## src/rtl/fml_arb2_pkg.sv

```systemverilog
// fml_arb2_pkg: shared FSM encodings and constants for the two-master FML arbiter
package fml_arb2_pkg;
    typedef enum logic [1:0] {IDLE = 2'd0, REQ = 2'd1, BURST = 2'd2} state_t;
    localparam int BURST_LEN_DEF = 8;
    localparam int FML_DW = 16;
endpackage

```

## src/rtl/fml_arb2.sv

```systemverilog
// fml_arb2: arbitrates two FML masters onto one FML slave, round-robin by default.
// Define FML_ARB2_FIXED_PRIO_EN to give m0 fixed priority on simultaneous requests.
module fml_arb2
    import fml_arb2_pkg::*;
#(
    parameter int fml_depth = 23,
    parameter int burst_len = BURST_LEN_DEF
) (
    input  logic                 sys_clk,
    input  logic                 sys_rst,
    input  logic [fml_depth-1:0] m0_adr,
    input  logic                 m0_stb,
    input  logic                 m0_we,
    input  logic [1:0]           m0_sel,
    input  logic [FML_DW-1:0]    m0_do,
    output logic                 m0_ack,
    output logic [FML_DW-1:0]    m0_di,
    input  logic [fml_depth-1:0] m1_adr,
    input  logic                 m1_stb,
    input  logic                 m1_we,
    input  logic [1:0]           m1_sel,
    input  logic [FML_DW-1:0]    m1_do,
    output logic                 m1_ack,
    output logic [FML_DW-1:0]    m1_di,
    output logic [fml_depth-1:0] s_adr,
    output logic                 s_stb,
    output logic                 s_we,
    output logic [1:0]           s_sel,
    output logic [FML_DW-1:0]    s_do,
    input  logic                 s_ack,
    input  logic [FML_DW-1:0]    s_di
);
    localparam int CW = burst_len > 1 ? $clog2(burst_len) : 1;
    localparam logic [CW-1:0] LAST = CW'(burst_len - 1);
    state_t state, state_n;
    logic owner, owner_n, win, busy, own_stb, hit;
    logic [CW-1:0] cnt, cnt_n;
`ifdef FML_ARB2_FIXED_PRIO_EN
    assign win = ~m0_stb;
`else
    logic last_served;
    assign win = (m0_stb & m1_stb) ? ~last_served : m1_stb;
    always_ff @(posedge sys_clk or posedge sys_rst)
        if (sys_rst) last_served <= 1'b1;
        else if (hit) last_served <= owner;
`endif
    assign busy    = state != IDLE;
    assign own_stb = owner ? m1_stb : m0_stb;
    assign s_stb   = (state == REQ) & own_stb;
    assign hit     = s_stb & s_ack;
    assign m0_ack  = hit & ~owner;
    assign m1_ack  = hit & owner;
    assign s_adr   = busy ? (owner ? m1_adr : m0_adr) : '0;
    assign s_we    = busy & (owner ? m1_we : m0_we);
    assign s_sel   = busy ? (owner ? m1_sel : m0_sel) : 2'b00;
    assign s_do    = busy ? (owner ? m1_do : m0_do) : '0;
    assign m0_di   = s_di;
    assign m1_di   = s_di;
    always_ff @(posedge sys_clk or posedge sys_rst)
        if (sys_rst) begin
            state <= IDLE;
            owner <= 1'b0;
            cnt   <= '0;
        end else begin
            state <= state_n;
            owner <= owner_n;
            cnt   <= cnt_n;
        end
    always_comb begin
        state_n = state;
        owner_n = owner;
        cnt_n   = cnt;
        case (state)
            IDLE: if (m0_stb | m1_stb) begin
                owner_n = win;
                state_n = REQ;
            end
            REQ: if (!own_stb) state_n = IDLE;
                else if (s_ack) begin
                    cnt_n   = '0;
                    state_n = BURST;
                end
            BURST: begin
                cnt_n   = cnt + 1'b1;
                state_n = cnt == LAST ? IDLE : BURST;
            end
            default: state_n = IDLE;
        endcase
    end
endmodule
```

## config.mk

```make
export PLATFORM = sky130hd
export DESIGN_NAME = fml_arb2
export DESIGN_NICKNAME = d
export VERILOG_FILES = /design/src/rtl/fml_arb2_pkg.sv /design/src/rtl/fml_arb2.sv
export SDC_FILE = /design/constraint.sdc
export NUM_CORES = 1
export LEC_CHECK = 0
export CORE_MARGIN = 2
export CORE_UTILIZATION = 26
export DETAILED_ROUTE_END_ITERATION = 10
export PLACE_DENSITY = 0.95
export SLEW_MARGIN = 5
export SYNTH_ARGS = -nofsm -noshare
export SYNTH_HDL_FRONTEND = slang
export SYNTH_SLANG_ARGS = --single-unit
```

## constraint.sdc

```tcl
create_clock -name sys_clk -period 3.6 [get_ports sys_clk]
set_input_delay 1.08 -clock sys_clk [delete_from_list [all_inputs] [get_ports sys_clk]]
set_output_delay 1.08 -clock sys_clk [all_outputs]
set_load 0.005 [all_outputs]
```

======== After elaboration in Yosys (flattened, before gate mapping) ========
Index checks and enable logic that the tools add are counted.
storage, ports and cells
  bits in registers ....................... 7
operators by class
  add/subtract/negate cells ............... 1
  eq/ne operators ......................... 7
  mux-type cells .......................... 17
  bitwise logic cells ..................... 9
  reduce and logical (&&, ||, !) cells .... 6
operators with widths
  kind                                           number
  2-to-1 mux 23 bit                              2
  2-to-1 mux 16 bit                              2
  2-to-1 mux 2 bit                               6
  bitwise AND 1 bit                              6
  2-to-1 mux 3 bit                               2
  != test 2 bit, second input constant           3
  case mux 2 bit (3 select lines)                1
  case mux 3 bit (2 select lines)                1
  AND reduction 2 bit                            2
  nonzero test 2 bit                             2
  adder 3 x 1 -> 3 bit, second input constant    1
  == test 3 bit, second input constant           1
  2-to-1 mux 1 bit                               3
  != test 3 bit, second input constant           1
  AND reduction 3 bit                            1
  == test 2 x 1 -> 1 bit, second input constant  1
  == test 2 bit, second input constant           1
  zero test 2 bit                                1
  inverter 1 bit                                 2
  OR 1 bit                                       1

======== Longest topological paths before layout ========
Gate-level depths: netlist of run 1.
  depth after elaboration ................. 4
  gate-level depth with buffers ........... 4
  gate-level depth less buffers ........... 4

======== Least setup slack after synthesis of run 1 ========
OpenSTA, ideal clock, no wires.
  path kind ............................... input -> output
  start ................................... input m1_stb
  end ..................................... output m1_ack
  arrival time ............................ 1.627 ns
  data required time ...................... 2.520 ns
  path slack .............................. 0.893 ns
  stages on the path ...................... 3
  buffers on the path ..................... 0
  cells stage by stage .................... mux2i_2 -> nor3_4 -> and2_1
between the ends
  longest elaborated chain between the ends .. 4
RTL lines
  what               line            source
  start, declared    fml_arb2.sv:19  input logic m1_stb,
  2-to-1 mux 1 bit   fml_arb2.sv:48  assign own_stb = owner ? m1_stb : m0_stb;
  bitwise AND 1 bit  fml_arb2.sv:49  assign s_stb = (state == REQ) & own_stb;
  bitwise AND 1 bit  fml_arb2.sv:50  assign hit = s_stb & s_ack;
  bitwise AND 1 bit  fml_arb2.sv:52  assign m1_ack = hit & owner;
  end, declared      fml_arb2.sv:23  output logic m1_ack,
No other way between the ends.

======== Worst setup path in the final report of run 1 ========
  start ................................... input m1_we
  end ..................................... output s_we
between the ends
  longest elaborated chain between the ends .. 2
RTL lines
  what               line            source
  start, declared    fml_arb2.sv:20  input logic m1_we,
  2-to-1 mux 1 bit   fml_arb2.sv:54  assign s_we = busy & (owner ? m1_we : m0_we);
  bitwise AND 1 bit  fml_arb2.sv:54
  end, declared      fml_arb2.sv:27  output logic s_we,
No other way between the ends.

==> impl_results.rst, run 1 <==
.. list-table::
   :header-rows: 1

   * - Metric
     - Value
   * - Status
     - finished, final reports clean
   * - Fraction of final layout cells with drive strength greater than 1
     - 6.87%
   * - Worst hold slack
     - 0.508 ns
   * - Number of sinks handled by clock tree synthesis
     - 7
   * - Clock root cell
     - clkbuf_8
   * - Depth of the worst register-to-register path
     - 4
   * - Height of the die
     - between 70 and 80 µm
   * - Synthesized instance count
     - 160
   * - Accumulated negative setup slack
     - 0 ns
   * - Number of enable flip-flop cells after synthesis
     - 0
   * - Worst hold path depth
     - 1
   * - Longest Clk Path Bufs
     - 2
   * - Dpl hpwl
     - about 3600 µm
   * - Max-capacitance violation count
     - 0
   * - Clock-pin slew on the worst setup and hold paths
     - 0.04 ns
   * - Pins over their slew limit
     - 0
   * - Remaining Overflow, GRT
     - 0
   * - Total Nets Final
     - between 300 and 400
   * - Synth-to-layout area growth
     - 99.1%
   * - Asr flop ratio synth
     - 100%
   * - Number of nets in the synthesized netlist
     - between 200 and 300
   * - Leak
     - ~1.1 nW
   * - Syn avg cell area
     - about 7.8 µm²
   * - RR Endpoint
     - last_served
   * - Final critical-path share of the clock period
     - 92.9%
   * - Global-route wire length before repair
     - ~6100 µm
   * - Standard-cell row count
     - 25
   * - Count of yosys warnings during synthesis
     - 0
   * - Most frequent cells in the layout
     - clkdlybuf4s50_1 (130), mux2i_1 (42), nor2_1 (42), buf_4 (6), dfrtp_1 (5)
   * - Number of search-and-repair iterations in the first detailed-routing pass
     - 4
   * - Post-synth design cell area
     - 1250 µm²
   * - Final core utilization
     - approximately 53%
   * - Most common cell after layout, fill and taps aside
     - clkdlybuf4s50_1
   * - Fmax
     - roughly 300 MHz
   * - Hold path start
     - cnt[0]
   * - Setup slack, reg-to-reg
     - approximately 2.2 ns
   * - Antenna violations before repair
     - 0
   * - Crit path time final
     - between 3 and 4 ns
   * - Post-synth top area share
     - approximately 34%
   * - Worst slew pin tran
     - between 0.4 and 0.5 ns
   * - Startpoint class of the critical path
     - input port
   * - Hold violation count in the final report
     - 0
   * - Port Buffers
     - between 100 and 150
   * - Maximum clock skew at final layout
     - about 0.0018 ns
   * - Die Area
     - 5370 µm²
   * - Maximum number of pins on one net before global-route repair
     - 28
   * - Reg2Reg Launch Point
     - owner
   * - Number of vias in the routed layout
     - 1439
   * - Peak supply drop
     - roughly 0.33 mV
   * - Unrepaired setup endpoints after global routing
     - no
   * - Netlist cell types
     - 25
   * - Vias per std cell
     - 4.55
   * - Total wirelength of the detailed-routed design
     - roughly 4400 µm
   * - Start-to-end type of the worst setup path
     - input port to output port
   * - HP Class
     - flip-flop to flip-flop
   * - Hold endpoint
     - cnt[0]
   * - Highest fanout seen on the critical path
     - 1
   * - GPL Wtd Cong
     - between 0.7 and 0.8
   * - Number of design-rule violations left by the first detailed-router iteration
     - 30
   * - Worst endpoint required time
     - roughly 2.5 ns
   * - Power after layout
     - around 1.5 mW
   * - Die W
     - roughly 73 µm
   * - Number of buffers inserted by post-CTS setup repair
     - 0
   * - Clock latency on the worst-skew pair
     - between 0.2 and 0.25 ns
   * - # setup viols final
     - 0
   * - Nature of the critical path endpoint
     - output port
   * - TritonCTS clock tree
     - built
   * - Number of DRC violations after detailed routing
     - 0
   * - Count of nets left with antenna violations after detail routing
     - 0
   * - Vias in the first global route
     - roughly 1400
   * - Data arrival time of the critical path
     - 2.26 ns
   * - Detail-routed net length per standard cell
     - 13.9 µm
   * - Starting utilization of the core area
     - 26.6%
   * - Cell type with the highest aggregate area in the netlist
     - mux2i_1
   * - Flip-flop cell with the highest count after synthesis
     - dfrtp_1
   * - Total global routing track utilization
     - ~14%
   * - Tightest slew margin relative to the limit
     - around two thirds
   * - TritonCTS Buffers
     - 3
   * - Count of pins on the block boundary
     - 182
   * - Synth top area cells
     - mux2i_1 (34%), buf_4 (22%), nor2_1 (13%)
   * - Number of register bits inferred by synthesis
     - 7
   * - CORE AREA
     - roughly 4700 µm²
   * - Register area share after synthesis
     - 14.1%
   * - Count of H-tree levels built during CTS
     - 1
   * - Antenna Cells
     - 0
   * - P per Cell Area
     - between 600 and 700 nW/µm²
-- report_power, final --
part | switching (mW) | total, mW | internal (mW)
sequential | 0.0510 | 0.169 | 0.118
combinational | 0.503 | 1.27 | 0.763
clock | 0.0339 | 0.111 | 0.0766
-- worst max-delay path, cell delays in order --
cell and delay, ns:
clkdlybuf4s50_1 0.48, mux2i_1 0.07, nor2_1 0.12, clkdlybuf4s50_1 0.51
-- repair_timing --
action	4_1_cts	5_1_grt
gates resized for setup	1	5
hold buffers	0	0
gates cloned	0	0
endpoints found under the setup margin	1	3
endpoints found under the hold margin	0	0
pin swaps	0	1
-- cell families after synthesis --
family                     Yosys count  share of synthesized area [%]
AOI/OAI and AO/OA                    9                           4.71
adders and majority gates            2                           2.00
buffers and inverters               46                           25.5
DFF                                  7                           14.1
muxes                               44                           36.0
and+or+nand+nor                     52                           17.7
-- registers in the layout, summed over array words and instances, names as in the netlist --
signal,cells
state,2
last_served,1
cnt,3
owner,1
-- Yosys cell counts (2+ instances only) --
master / number
dfrtp_1: 6
buf_2: 5
nor2_1: 42
ha_1: 2
nand2_1: 3
inv_1: 4
mux2i_1: 42
nand2b_1: 2
o22ai_1: 2
buf_4: 37
-- layout make-up --
cell class,count,area (µm²)
clock buffer,4,45.0
fill,417,2210
inverter,4,15.0
multi-input combinational,107,777
sequential,7,178
tap,54,67.6
timing repair buffer,140,1400
-- layer usage --
| layer | share of wire, % | up-vias | track usage, % |
|---|---|---|---|
| met2 | 54 | 94 | 27.6 |
| met3 | 11 | 13 | 4.12 |
| met5 | 0 | - | 0 |
| met4 | 1.3 | 0 | 4.44 |
| met1 | 33 | 627 | 14.4 |
| li1 | - | 705 | - |
-- worst max-delay path by stage --
stage | start | end | slack [ns] | depth (start not counted)
2_1_floorplan | m1_stb | m1_ack | 0.89 | 3
3_3_place_gp | m0_stb | s_stb | 0.04 | 5
3_5_place_dp | m0_stb | m0_ack | -0.05 | 4
4_1_cts | m0_stb | m0_ack | 0.001 | 4
5_1_grt | m1_do[9] | s_do[9] | 0.19 | 4
6_report | m1_we | s_we | 0.26 | 4
-- per-stage QoR --
stage | setup slack [ns] | cell area, µm² | instances
after floorplan | 0.893 | 1250 | 160
after global placement | 0.0396 | 2420 | 312
after detailed placement | -0.0471 | 2420 | 312
after CTS | 0.00140 | 2470 | 316
after global routing | 0.186 | 2490 | 316
final | 0.257 | 2490 | 316
(Power assumes the default switching activity.)
==> run 2: changes to the inputs <==
- CAP_MARGIN: unset -> 20
- PLACE_DENSITY: 0.95 -> 0.88
==> run 2 against run 1 <==
Global-route usage up 0.34 points. First-iteration DRC count fell by 17%. Maximum frequency is 5.3% lower. Setup slack worse by 0.19 ns. Hold slack barely moved. Critical path depth did not move. Core utilization is 0.053 points higher. Clock skew is 0.00092 ns higher. Highest routed layer unchanged.
==> impl_results.rst, run 2 (synthesis results as in run 1) <==
.. list-table::
   :header-rows: 1

   * - Metric
     - Value
   * - Met1 demand-to-capacity share in global routing
     - 15.4% (+1.0 points)
   * - Depth of the worst register-to-register path
     - 4 (unchanged)
   * - Remaining Overflow, GRT
     - 0 (unchanged)
   * - Most frequent cells in the layout
     - clkdlybuf4s50_1 (131), mux2i_1 (42), nor2_1 (42), dfrtp_1 (5), buf_4 (5)
   * - Hold violation count in the final report
     - 0 (unchanged)
   * - Count of pins on the block boundary
     - 182 (unchanged)
   * - TritonCTS clock tree
     - built
   * - CORE AREA
     - 4690 µm² (unchanged)
   * - Longest Clk Path Bufs
     - 2 (unchanged)
   * - Global-route wire length before repair
     - 6160 µm (+0.79%)
   * - Internal power
     - 968 µW (+1.1%)
   * - Number of design-rule violations left by the first detailed-router iteration
     - 25 (-17%)
   * - Number of buffers inserted by hold repair at cts
     - 0 (unchanged)
   * - Most common cell after layout, fill and taps aside
     - clkdlybuf4s50_1
   * - Highest fanout seen on the critical path
     - 3 (+2)
   * - Maximum clock skew at final layout
     - 0.00272 ns (+0.000923 ns)
   * - Startpoint class of the critical path
     - input port
   * - P per Cell Area
     - 625 nW/µm² (+0.58%)
   * - Vias in the first global route
     - 1344 (-2.0%)
   * - Fraction of met2 tracks used by global routing
     - 27.3% (-0.30 points)
   * - Peak supply drop
     - 0.238 mV (-27%)
   * - Worst hold path depth
     - 1 (unchanged)
   * - Start-to-end type of the worst setup path
     - input port to output port
   * - Antenna Cells
     - 0 (unchanged)
   * - Flip-flop count of the largest register after layout
     - 3 (unchanged)
   * - Standard-cell row count
     - 25 (unchanged)
   * - Height of the die
     - 73.3 µm (unchanged)
   * - Worst hold slack
     - 0.508 ns (+0.000341 ns)
   * - Total Nets Final
     - 370 (unchanged)
   * - Die Area
     - 5370 µm² (unchanged)
   * - Count of H-tree levels built during CTS
     - 1 (unchanged)
   * - HP Class
     - flip-flop to flip-flop
   * - Clock root cell
     - clkbuf_8
   * - # setup viols final
     - 0 (unchanged)
   * - Dpl hpwl
     - 3540 µm (-1.7%)
   * - Detail-routed net length per standard cell
     - 13.4 µm (-2.9%)
   * - GPL Wtd Cong
     - 0.754 (+5.5%)
   * - Max-capacitance violation count
     - 0 (unchanged)
   * - Clock-pin slew on the worst setup and hold paths
     - 0.04 ns (about the same)
   * - Number of search-and-repair iterations in the first detailed-routing pass
     - 5 (+1)
   * - Antenna violations before repair
     - 0 (unchanged)
   * - Fraction of final layout cells with drive strength greater than 1
     - 6.87% (unchanged)
   * - TritonCTS Buffers
     - 3 (unchanged)
   * - Worst slew pin tran
     - 0.596 ns (+0.108 ns)
   * - Nature of the critical path endpoint
     - output port
   * - Number of sinks handled by clock tree synthesis
     - 7 (unchanged)
   * - Highest-utilization routing layer at the global route stage
     - met2
   * - Tightest slew margin relative to the limit
     - 60.3% (-7.1 points)
   * - Most flops, register
     - cnt
   * - Fmax
     - 283 MHz (-5.3%)
   * - Leak
     - 1.10 nW (-1.8%)
   * - Count of nets left with antenna violations after detail routing
     - 0 (unchanged)
   * - Starting utilization of the core area
     - 26.6% (unchanged)
   * - Power after layout
     - 1.56 mW (+0.68%)
   * - Die W
     - 73.3 µm (unchanged)
   * - Worst setup slack after layout
     - 0.0691 ns (-0.188 ns)
   * - Comb pwr share
     - 79.5% (-2.4 points)
   * - Total global routing track utilization
     - 14.5% (+0.34 points)
   * - Status
     - finished, final reports clean
   * - Number of DRC violations after detailed routing
     - 0 (unchanged)
   * - Clock share of power
     - 7.1% (about the same)
   * - Largest registers
     - cnt (3), state (2)
   * - Net load switching power
     - 588 µW (about the same)
   * - Sw Share
     - 37.8% (-0.25 points)
   * - Total wirelength of the detailed-routed design
     - 4250 µm (-2.9%)
   * - Maximum number of pins on one net before global-route repair
     - 29 (+3.6%)
   * - Synth-to-layout area growth
     - 99.3%
   * - Global routing met3 resource utilization
     - 4.80% (+0.69 points)
   * - Number of vias in the routed layout
     - 1437 (-0.14%)
   * - Pre-CTS worst setup slack
     - -0.0408 ns (+0.00628 ns)
   * - Sequential share of power
     - 13.4% (+2.4 points)
   * - Worst endpoint required time
     - 2.52 ns (about the same)
   * - Clock latency on the worst-skew pair
     - 0.23 ns (about the same)
   * - Number of buffers inserted by post-CTS setup repair
     - 0 (unchanged)
   * - Crit path time final
     - 3.53 ns (+0.188 ns)
   * - Pins over their slew limit
     - 0 (unchanged)
   * - Port Buffers
     - 133 (unchanged)
   * - Data arrival time of the critical path
     - 2.45 ns (+0.19 ns)
   * - FILL cells
     - 420 (+0.72%)
   * - Vias per std cell
     - 4.55 (-0.14%)
   * - Final critical-path share of the clock period
     - 98.1% (+5.2 points)
==> run 2: cell types whose count changed in the layout (fill, tap and decap cells not counted), sizes merged <==
cell           before  now
dlymetal6s2s        3    0
clkdlybuf4s50     130  131
dlygate4sd2         0    2
==> run 2: per-stage QoR <==
| step | area, µm² | setup TNS [ns] | std cells | util [%] |
|---|---|---|---|---|
| global placement | 2430 | 0 | 312 | 51.8 |
| finish | 2490 | 0 | 316 | 53.0 |
| CTS | 2480 | 0 | 316 | 52.9 |
| floorplan | 1250 | 0 | 160 | - |
| global route | 2490 | -0.00147 | 316 | 53.0 |
| detailed placement | 2430 | -0.0925 | 312 | 51.8 |
==> run 2: repair_timing <==
| item | 4_1_cts | 5_1_grt |
|---|---|---|
| pin swaps | 1 | 0 |
| gates resized for setup | 3 | 2 |
| setup endpoints to repair | 3 | 2 |
==> run 2: critical path, cell delays in order <==
cell and delay (ns):
clkdlybuf4s50_1 0.50, nand2_2 0.10, nor4_2 0.23, clkdlybuf4s50_1 0.54
==> run 2: path summary, 6_finish.rpt <==
kind                       slack, ns           to     from
max in group asynchronous       2.25  last_served  sys_rst
setup reg to reg                1.86  last_served    owner
min in group asynchronous       1.08     state[0]  sys_rst
hold / removal                  0.51       cnt[0]   cnt[0]
hold reg to reg                 0.51       cnt[0]   cnt[0]
setup / recovery                0.07       m0_ack    s_ack
==> run 2: final cells by class <==
| cell class | instances | area (µm²) | area share [%] |
|---|---|---|---|
| tap | 54 | 67.6 | 2.71 |
| multi-input combinational | 107 | 777 | 31.2 |
| timing repair buffer | 140 | 1410 | 56.5 |
| inverter | 4 | 15.0 | 0.603 |
| sequential | 7 | 178 | 7.14 |
| clock buffer | 4 | 45.0 | 1.81 |
==> run 2: power groups by stage <==
stage               registers (mW)  logic [mW]  clock network [mW]
global placement             0.208        1.22                   0
CTS                          0.210        1.25               0.113
finish                       0.209        1.24               0.110
global route                 0.220        1.35               0.119
floorplan                    0.135       0.657                   0
detailed placement           0.208        1.24                   0
==> run 2: per-layer routing <==
| metal | vias up | part of all wire (%) |
|---|---|---|
| met5 | - | 0 |
| met4 | 0 | 1.9 |
| met3 | 17 | 12 |
| met2 | 89 | 52 |
| met1 | 626 | 34 |
| li1 | 705 | - |
==> run 3: changes to the inputs <==
- CORE_ASPECT_RATIO: unset -> 1.2
==> run 3 against run 2 <==
Critical path depth is 1 higher. First-iteration DRC count decreased by 8.0%. Cell count is 0.95% higher.
==> impl_results.rst, run 3 (synthesis results as in run 1) <==
.. list-table::
   :header-rows: 1

   * - Metric
     - Value
   * - GPL Wtd Cong
     - 0.930 (+23%)
   * - Worst endpoint required time
     - 2.52 ns (about the same)
   * - Height of the die
     - 79.9 µm (+9.0%)
   * - Pre-CTS worst setup slack
     - -0.0484 ns (-0.00756 ns)
   * - Worst slew pin tran
     - 0.403 ns (-0.193 ns)
   * - Hold endpoint
     - cnt[0]
   * - Leak
     - 1.10 nW (-0.49%)
   * - Count of pins on the block boundary
     - 182 (unchanged)
   * - Crit-path slowest cell
     - clkdlybuf4s50_1
   * - Tightest slew margin relative to the limit
     - 73.1% (+13 points)
   * - Synth-to-layout area growth
     - 96.8%
   * - Unrepaired setup endpoints after global routing
     - no
   * - Clock root cell
     - clkbuf_8
   * - # setup viols final
     - 0 (unchanged)
   * - Worst hold slack
     - 0.526 ns (+0.0183 ns)
   * - Internal power
     - 934 µW (-3.5%)
   * - Comb pwr share
     - 82.1% (+2.6 points)
   * - Most flops, register
     - cnt
   * - Detail-routed net length per standard cell
     - 14.9 µm (+11%)
   * - Die W
     - 67.3 µm (-8.2%)
   * - Worst setup slack after layout
     - 0.220 ns (+0.151 ns)
   * - Total wirelength of the detailed-routed design
     - 4760 µm (+12%)
   * - Remaining Overflow, GRT
     - 0 (unchanged)
   * - Die Area
     - 5380 µm² (about the same)
   * - Global-route wire length before repair
     - 6800 µm (+10%)
   * - Standard-cell row count
     - 27 (+8.0%)
   * - Start-to-end type of the worst setup path
     - input port to output port
   * - Final critical-path share of the clock period
     - 93.9% (-4.2 points)
   * - Count of H-tree levels built during CTS
     - 1 (unchanged)
   * - Max-capacitance violation count
     - 0 (unchanged)
   * - Starting utilization of the core area
     - 27.2% (+0.57 points)
   * - Clock latency on the worst-skew pair
     - 0.22 ns (about the same)
   * - Highest fanout seen on the critical path
     - 5 (+2)
   * - Nature of the critical path endpoint
     - output port
   * - TritonCTS Buffers
     - 3 (unchanged)
   * - Peak supply drop
     - 0.294 mV (+23%)
   * - Hold violation count in the final report
     - 0 (unchanged)
   * - Antenna Cells
     - 0 (unchanged)
   * - Number of vias in the routed layout
     - 1452 (+1.0%)
   * - Port Buffers
     - 133 (unchanged)
   * - Sequential share of power
     - 10.8% (-2.6 points)
   * - Vias per std cell
     - 4.55 (about the same)
   * - Antenna violations before repair
     - 0 (unchanged)
   * - Startpoint class of the critical path
     - input port
   * - Most common cell after layout, fill and taps aside
     - clkdlybuf4s50_1
   * - Number of DRC violations after detailed routing
     - 0 (unchanged)
   * - Final core utilization
     - 53.5% (+0.45 points)
   * - HP Class
     - flip-flop to flip-flop
   * - Clock share of power
     - 7.1% (about the same)
   * - Largest registers
     - cnt (3), state (2)
   * - CORE AREA
     - 4590 µm² (-2.1%)
   * - Longest Clk Path Bufs
     - 2 (unchanged)
   * - Sw Share
     - 38.7% (+0.93 points)
   * - Status
     - finished, final reports clean
   * - Most frequent cells in the layout
     - clkdlybuf4s50_1 (130), mux2i_1 (42), nor2_1 (42), buf_4 (6), dfrtp_1 (5)
   * - Depth of the worst register-to-register path
     - 4 (unchanged)
   * - RR Endpoint
     - last_served
   * - Number of buffers inserted by post-CTS setup repair
     - 0 (unchanged)
   * - Crit path largest cell delay
     - 0.50 ns (-0.04 ns)
   * - Number of sinks handled by clock tree synthesis
     - 7 (unchanged)
   * - Number of buffers inserted by hold repair at cts
     - 0 (unchanged)
   * - Fmax
     - 296 MHz (+4.5%)
   * - Fraction of final layout cells with drive strength greater than 1
     - 6.13% (-0.74 points)
   * - Dominant delay contributor by cell family on the critical path
     - buffers and inverters
   * - Clock-pin slew on the worst setup and hold paths
     - 0.04 ns (about the same)
   * - Total Nets Final
     - 369 (-0.27%)
   * - Number of search-and-repair iterations in the first detailed-routing pass
     - 4 (-1)
   * - Number of design-rule violations left by the first detailed-router iteration
     - 23 (-8.0%)
   * - Total global routing track utilization
     - 16.5% (+1.9 points)
   * - FILL cells
     - 436 (+3.8%)
   * - Crit path time final
     - 3.38 ns (-0.151 ns)
   * - TritonCTS clock tree
     - built
   * - Maximum number of pins on one net before global-route repair
     - 42 (+45%)
   * - Total buffers and inverters traversed by the critical path
     - 2 (unchanged)
   * - Data arrival time of the critical path
     - 2.30 ns (-0.15 ns)
   * - Flip-flop count of the largest register after layout
     - 3 (unchanged)
   * - Setup slack, reg-to-reg
     - 2.24 ns (+0.38 ns)
   * - Vias in the first global route
     - 1429 (+6.3%)
   * - Count of nets left with antenna violations after detail routing
     - 0 (unchanged)
   * - Critical path, cell by cell
     - dlygate4sd2_1, mux2i_4, nor3_4, and2_1, clkdlybuf4s50_1
   * - Hold path start
     - cnt[0]
   * - P per Cell Area
     - 621 nW/µm² (-0.78%)
   * - Worst hold path depth
     - 1 (unchanged)
   * - Reg2Reg Launch Point
     - owner
   * - Pins over their slew limit
     - 0 (unchanged)
   * - Net load switching power
     - 590 µW (+0.40%)
   * - Maximum clock skew at final layout
     - 0.00235 ns (-0.000371 ns)
## run 3: cell count changes in the layout (fill, tap and decap cells not counted), sizes merged
cell,delta
buf,-1
clkdlybuf4s50,-1
dlymetal6s2s,+1
## run 3: worst max-delay path by stage
stage | startpoint | end | slack, ns | cells after the start
after global routing | m1_do[8] | s_do[8] | 0.15 | 4
after floorplan | m1_stb | m1_ack | 0.89 | 3
final | m1_stb | m1_ack | 0.22 | 5
after detailed placement | m1_stb | m1_ack | -0.05 | 5
after global placement | m0_stb | m1_ack | -0.03 | 5
after CTS | s_ack | m1_ack | 0.01 | 5
## run 3: per-layer routing
layer | global-route usage [%] | vias to the layer above | share of wire, %
met1 | 15.3 | 621 | 31
met3 | 5.92 | 22 | 15
li1 | - | 704 | -
met5 | 0 | - | 0
met2 | 30.9 | 105 | 50
met4 | 7.76 | 0 | 3.5
## run 3: power groups by stage
stage	Clock, mW	Combinational, mW	Sequential [mW]
6_report	0.109	1.25	0.164
5_1_grt	0.115	1.35	0.169
4_1_cts	0.111	1.27	0.162
3_5_place_dp	0	1.26	0.160
3_3_place_gp	0	1.24	0.158
2_1_floorplan	0	0.657	0.135
## run 3: repair_timing
action                                  CTS  global route
endpoints found under the setup margin    2             2
hold endpoints to repair                  0             0
resized for setup                         3             2
## run 3: worst reg2reg max path: cells and delay by family, from the launching register on
family	cells	cell delay, ns
buffers and inverters	1	0.16
flip-flops	1	0.43
multiplexers	2	0.52
AND/OR/NAND/NOR	1	0.18
## run 3: layout make-up
| class | count | area [µm²] | share of cell area (%) |
|---|---|---|---|
| clock buffer | 4 | 45.0 | 1.83 |
| tap | 58 | 72.6 | 2.95 |
| sequential | 7 | 178 | 7.23 |
| multi-input combinational | 107 | 771 | 31.4 |
| timing repair buffer | 139 | 1380 | 56.0 |
| inverter | 4 | 15.0 | 0.611 |
## run 3: per-stage QoR
stage / total power [mW] / cells / TNS (ns) / cell area, µm²
final: 1.53 / 319 / 0 / 2460
after global routing: 1.64 / 319 / 0 / 2460
after CTS: 1.54 / 319 / 0 / 2450
after detailed placement: 1.42 / 315 / -0.0567 / 2400
after global placement: 1.40 / 315 / -0.0279 / 2400
after floorplan: 0.793 / 160 / 0 / 1250
